## config.mk

```make
export PLATFORM = sky130hd
export DESIGN_NAME = sam_mem_arbiter
export DESIGN_NICKNAME = d
export VERILOG_FILES = /design/src/rtl/sam_mem_arbiter.sv
export SDC_FILE = /design/constraint.sdc
export NUM_CORES = 1
export LEC_CHECK = 0
export BUFFER_PORTS_ARGS = -buffer_cell sky130_fd_sc_hd__buf_2
export CORE_UTILIZATION = 47
export DETAILED_ROUTE_END_ITERATION = 10
export PLACE_DENSITY = 0.9
export SETUP_SLACK_MARGIN = 0.15
export SLEW_MARGIN = 15
export SYNTH_ARGS = -nofsm -noshare
export SYNTH_HDL_FRONTEND = slang
export SYNTH_SLANG_ARGS = --single-unit
```

## constraint.sdc

```tcl
create_clock -name clk -period 5.1 [get_ports clk]
set_input_delay 0.51 -clock clk [delete_from_list [all_inputs] [get_ports clk]]
set_output_delay 0.51 -clock clk [all_outputs]
set_load 0.1 [all_outputs]
```

## src/rtl/sam_mem_arbiter.sv

```systemverilog
// Arbitrates one single-port memory between instruction fetch and data access.
// Data has priority; a starvation counter forces a fetch grant; stuck accesses time out.
module sam_mem_arbiter #(
  parameter int AW           = 32,
  parameter int DW           = 32,
  parameter int STARVE_LIMIT = 4,
  parameter int TIMEOUT      = 16
) (
  input  logic          clk,
  input  logic          RN,
  input  logic          if_req,
  input  logic [AW-1:0] if_addr,
  output logic [DW-1:0] if_rdata,
  output logic          if_valid,
  output logic          if_stall,
  input  logic          d_req,
  input  logic          d_we,
  input  logic [AW-1:0] d_addr,
  input  logic [DW-1:0] d_wdata,
  input  logic [3:0]    d_be,
  output logic [DW-1:0] d_rdata,
  output logic          d_valid,
  output logic          d_stall,
  output logic          err,
  output logic          mem_req,
  output logic          mem_we,
  output logic [AW-1:0] mem_addr,
  output logic [DW-1:0] mem_wdata,
  output logic [3:0]    mem_be,
  input  logic [DW-1:0] mem_rdata,
  input  logic          mem_ack
);

  typedef enum logic [1:0] {IDLE, BUSY, DONE} state_t;

  localparam logic [3:0] STARVE_MAX = 4'(STARVE_LIMIT);
  localparam logic [7:0] TMO_LAST   = 8'(TIMEOUT - 1);

  state_t        state_q, state_d;
  logic          owner_q, owner_d;
  logic [3:0]    starve_q, starve_d;
  logic [7:0]    tmo_q, tmo_d;
  logic [DW-1:0] if_rdata_q, if_rdata_d;
  logic [DW-1:0] d_rdata_q, d_rdata_d;
  logic          if_valid_q, if_valid_d;
  logic          d_valid_q, d_valid_d;
  logic          err_q, err_d;
  logic          mem_req_q, mem_req_d;
  logic          mem_we_q, mem_we_d;
  logic [AW-1:0] mem_addr_q, mem_addr_d;
  logic [DW-1:0] mem_wdata_q, mem_wdata_d;
  logic [3:0]    mem_be_q, mem_be_d;
  logic          grant_if;

  always_comb begin
    state_d     = state_q;
    owner_d     = owner_q;
    starve_d    = starve_q;
    tmo_d       = tmo_q;
    if_rdata_d  = if_rdata_q;
    d_rdata_d   = d_rdata_q;
    if_valid_d  = 1'b0;
    d_valid_d   = 1'b0;
    err_d       = 1'b0;
    mem_req_d   = mem_req_q;
    mem_we_d    = mem_we_q;
    mem_addr_d  = mem_addr_q;
    mem_wdata_d = mem_wdata_q;
    mem_be_d    = mem_be_q;
    grant_if    = 1'b0;

    case (state_q)
      IDLE: begin
        if (if_req || d_req) begin
          // Fetch wins when alone, or when it has lost STARVE_LIMIT times in a row.
          grant_if  = if_req && (!d_req || (starve_q == STARVE_MAX));
          owner_d   = !grant_if;
          state_d   = BUSY;
          mem_req_d = 1'b1;
          tmo_d     = '0;
          if (grant_if) begin
            mem_we_d    = 1'b0;
            mem_be_d    = 4'hF;
            mem_addr_d  = if_addr;
            mem_wdata_d = '0;
            starve_d    = '0;
          end else begin
            mem_we_d    = d_we;
            mem_be_d    = d_be;
            mem_addr_d  = d_addr;
            mem_wdata_d = d_wdata;
            if (if_req && (starve_q != STARVE_MAX))
              starve_d = starve_q + 4'd1;
          end
        end
      end

      BUSY: begin
        if (mem_ack) begin
          mem_req_d = 1'b0;
          mem_we_d  = 1'b0;
          state_d   = DONE;
          if (owner_q) begin
            d_valid_d = 1'b1;
            d_rdata_d = mem_we_q ? '0 : mem_rdata;
          end else begin
            if_valid_d = 1'b1;
            if_rdata_d = mem_rdata;
          end
        end else if (tmo_q == TMO_LAST) begin
          mem_req_d = 1'b0;
          mem_we_d  = 1'b0;
          err_d     = 1'b1;
          state_d   = DONE;
          if (owner_q) begin
            d_valid_d = 1'b1;
            d_rdata_d = '0;
          end else begin
            if_valid_d = 1'b1;
            if_rdata_d = '0;
          end
        end else begin
          tmo_d = tmo_q + 8'd1;
        end
      end

      DONE: begin
        // Requests are deliberately not sampled here to avoid re-granting a stale req.
        tmo_d   = '0;
        state_d = IDLE;
      end

      default: state_d = IDLE;
    endcase
  end

  always_ff @(posedge clk or posedge RN) begin
    if (RN) begin
      state_q     <= IDLE;
      owner_q     <= 1'b0;
      starve_q    <= '0;
      tmo_q       <= '0;
      if_rdata_q  <= '0;
      d_rdata_q   <= '0;
      if_valid_q  <= 1'b0;
      d_valid_q   <= 1'b0;
      err_q       <= 1'b0;
      mem_req_q   <= 1'b0;
      mem_we_q    <= 1'b0;
      mem_addr_q  <= '0;
      mem_wdata_q <= '0;
      mem_be_q    <= '0;
    end else begin
      state_q     <= state_d;
      owner_q     <= owner_d;
      starve_q    <= starve_d;
      tmo_q       <= tmo_d;
      if_rdata_q  <= if_rdata_d;
      d_rdata_q   <= d_rdata_d;
      if_valid_q  <= if_valid_d;
      d_valid_q   <= d_valid_d;
      err_q       <= err_d;
      mem_req_q   <= mem_req_d;
      mem_we_q    <= mem_we_d;
      mem_addr_q  <= mem_addr_d;
      mem_wdata_q <= mem_wdata_d;
      mem_be_q    <= mem_be_d;
    end
  end

  assign if_rdata  = if_rdata_q;
  assign if_valid  = if_valid_q;
  assign d_rdata   = d_rdata_q;
  assign d_valid   = d_valid_q;
  assign err       = err_q;
  assign mem_req   = mem_req_q;
  assign mem_we    = mem_we_q;
  assign mem_addr  = mem_addr_q;
  assign mem_wdata = mem_wdata_q;
  assign mem_be    = mem_be_q;
  assign if_stall  = if_req & ~if_valid_q;
  assign d_stall   = d_req & ~d_valid_q;

endmodule
```

==> results.yml <==
outcome:
  status: "finished clean"
global_route:
  grt_pass1_vias: 5354
  grt_use_total_pct: 26.13
  grt_pass1_wl_um: 28120
  antenna_found_initial: 4
  overflow: 0
  grt_max_degree: 105
sta:
  holdWs_ns: 0.2529
  min_period_ns: 2.698
  post-route-period-util_pct: 52.90
  hold_viol: 0
  fin_skew_ns: 0.008458
  setup_tns_ns: 0
  fmax_ghz: 0.3707
  maxSlewViolCount: 0
  slew_headroom_pct: 35.74
  setup_viol_count_final: 0
  tightest_slew_ns: 0.9638
  rsz0062_at_grt: "no"
yosys:
  synth_top_family_by_area: "compound AO/OA/AOI/OAI gates"
  yosysTopAreaCell: "dfrtp_1"
  synth-async-reset-ratio_pct: 100.0
  synth_edf_count: 0
  netlist_area_um2: 6312
  synthAdderAreaFrac_pct: 0.5946
  yosysTopAreaCellShare_pct: 60.26
  synth_mux_area_share_pct: 5.233
  synth_compound_area_share_pct: 18.85
  ys.flop_type: "dfrtp_1"
  syn_inst: 557
  synthSimpleGateAreaFrac_pct: 10.94
  syn-num-nets: 698
  yosysSeqAreaShare_pct: 60.26
  synth.most_common_cell: "dfrtp_1"
  postSynthAreaPerCell_um2: 11.33
  synthTopCellsByCount: "152 x dfrtp_1, 114 x nand2_1, 80 x o21ai_0"
  synth_xor_area_share_pct: 0
  ys_warn_count: 0
  ys_types: 45
  netlist_top_cells_area: "dfrtp_1 60%, a32o_1 9.8%, nand2_1 6.8%"
  yosys_register_bits: 152
floorplan:
  die_h_um: 117.9
  start_util_pct: 49.02
  rows: 41
  die_area_um2: 13900
  coreArea_um2: 12880
  io_pins: 277
  die_w_um: 117.9
placed_design:
  place.gp.congestion: 0.8627
  placed_area_um2: 7756
  portBuffers: 276
  hpwl_um: 12380
worst_setup_path:
  worstSetupPathType: "reg -> reg"
  critPathCaptureType: "register"
  startpoint: "starve_q[1]"
  rr_startpoint: "starve_q[1]"
  arrival_ns: 2.94
  cp_max_fo: 37
  required_ns: 5.35
  start_kind: "register"
layout:
  nets: 955
  drive_above_1_share_pct: 39.54
  final_core_util_pct: 64.95
  stdcell_area_um2: 8363
  syn2layout_area_growth_pct: 32.49
route:
  drtIter0Drc: 399
  drc_errors: 0
  wl_per_cell_um: 17.43
  drt-pass1-iter-count: 5
  vias_per_cell: 5.521
  vias: 5532
  routed_wl_um: 17470
  detail-route-antenna-nets: 0
clock_tree:
  clk_pin_slew_worst_paths_ns: 0.06
  tritoncts: "built"
  cts_hold_buf: 0
  clkLatencyLatePin_ns: 0.42
  cts_buffers: 17
  cts_root_buf: "clkbuf_16"
  cts.path.max_buffers: 2
  postCtsSetupBuffers: 0
  cts_resized: 0
  cts.sinks: 152
  htree_levels: 4
run:
  maxCapViolations: 0
worst_hold_path:
  worstHoldPathType: "in -> async"
[per-stage QoR]
| step | setup slack [ns] | std cells |
|---|---|---|
| after floorplan | 0.4969 | 557 |
| after global placement | 2.544 | 967 |
| after detailed placement | 2.466 | 967 |
| after CTS | 2.436 | 999 |
| after global routing | 2.207 | 1002 |
| final | 2.402 | 1002 |
[per-layer routing]
layer	track usage, %	share of wire, %
met5	0	0.097
met4	12.74	3.1
met3	6.589	6.1
met2	43.38	51
met1	31.67	40
[flip-flops by register name (all words and copies together), names as in the netlist]
| signal | count |
|---|---|
| d_rdata | 32 |
| d_valid | 1 |
| err | 1 |
| if_rdata | 32 |
| if_valid | 1 |
| mem_addr | 32 |
| mem_be | 4 |
| mem_req | 1 |
| mem_wdata | 32 |
| mem_we | 1 |
| owner_q | 1 |
| starve_q | 4 |
| state_q | 2 |
| tmo_q | 8 |
[cells in the final DEF, fill, tap and decap left out, types with 4 or more instances in the layout]
| master | count |
|---|---|
| mux2i_1 | 33 |
| buf_2 | 276 |
| nand2_1 | 114 |
| a21oi_1 | 4 |
| buf_4 | 7 |
| dfrtp_1 | 152 |
| inv_6 | 4 |
| o21ai_0 | 80 |
| nand3_1 | 4 |
| a32o_1 | 62 |
| clkbuf_16 | 17 |
| clkinvlp_4 | 4 |
| nor2_1 | 5 |
| inv_1 | 5 |
[final cells by class]
cell class	instances	area [um2]
Fill cell	1021	4513
Sequential cell	152	3804
Multi-Input combinational cell	354	2276
Timing Repair Buffer	283	1434
Clock buffer	20	456.7
Tap cell	172	215.2
Clock inverter	12	142.6
Inverter	6	27.53
Antenna cell	3	7.507
[worst max-delay path, cell delays in order, from the launching register on]
cell	delay, ns
dfrtp_1	0.40
inv_1	0.09
ha_1	0.14
nand3b_1	0.14
a21boi_4	0.74
buf_4	0.58
mux2i_1	0.29
o21ai_0	0.11
[cells by family after synthesis]
| group | after synthesis |
|---|---|
| AOI/OAI and AO/OA | 165 |
| and+or+nand+nor | 153 |
| DFF | 152 |
| buffers and inverters | 51 |
| muxes | 33 |
| adders and majority gates | 3 |
[worst paths after layout]
check / endpoint / slack [ns] / depth (start not counted)
worst max-delay path: mem_addr[16] / 2.40 / 7
max in group asynchronous: if_rdata[24] / 3.56 / 3
worst max register to register: mem_addr[16] / 2.40 / 7
min in group clk: mem_wdata[5] / 0.32 / 3
worst min register to register: mem_be[2] / 0.46 / 2
worst min-delay path: d_rdata[21] / 0.25 / 2
Power is left out: the tool's default activity adds up to more than one toggle a clock period on the data nets, which glitch-free logic cannot reach.
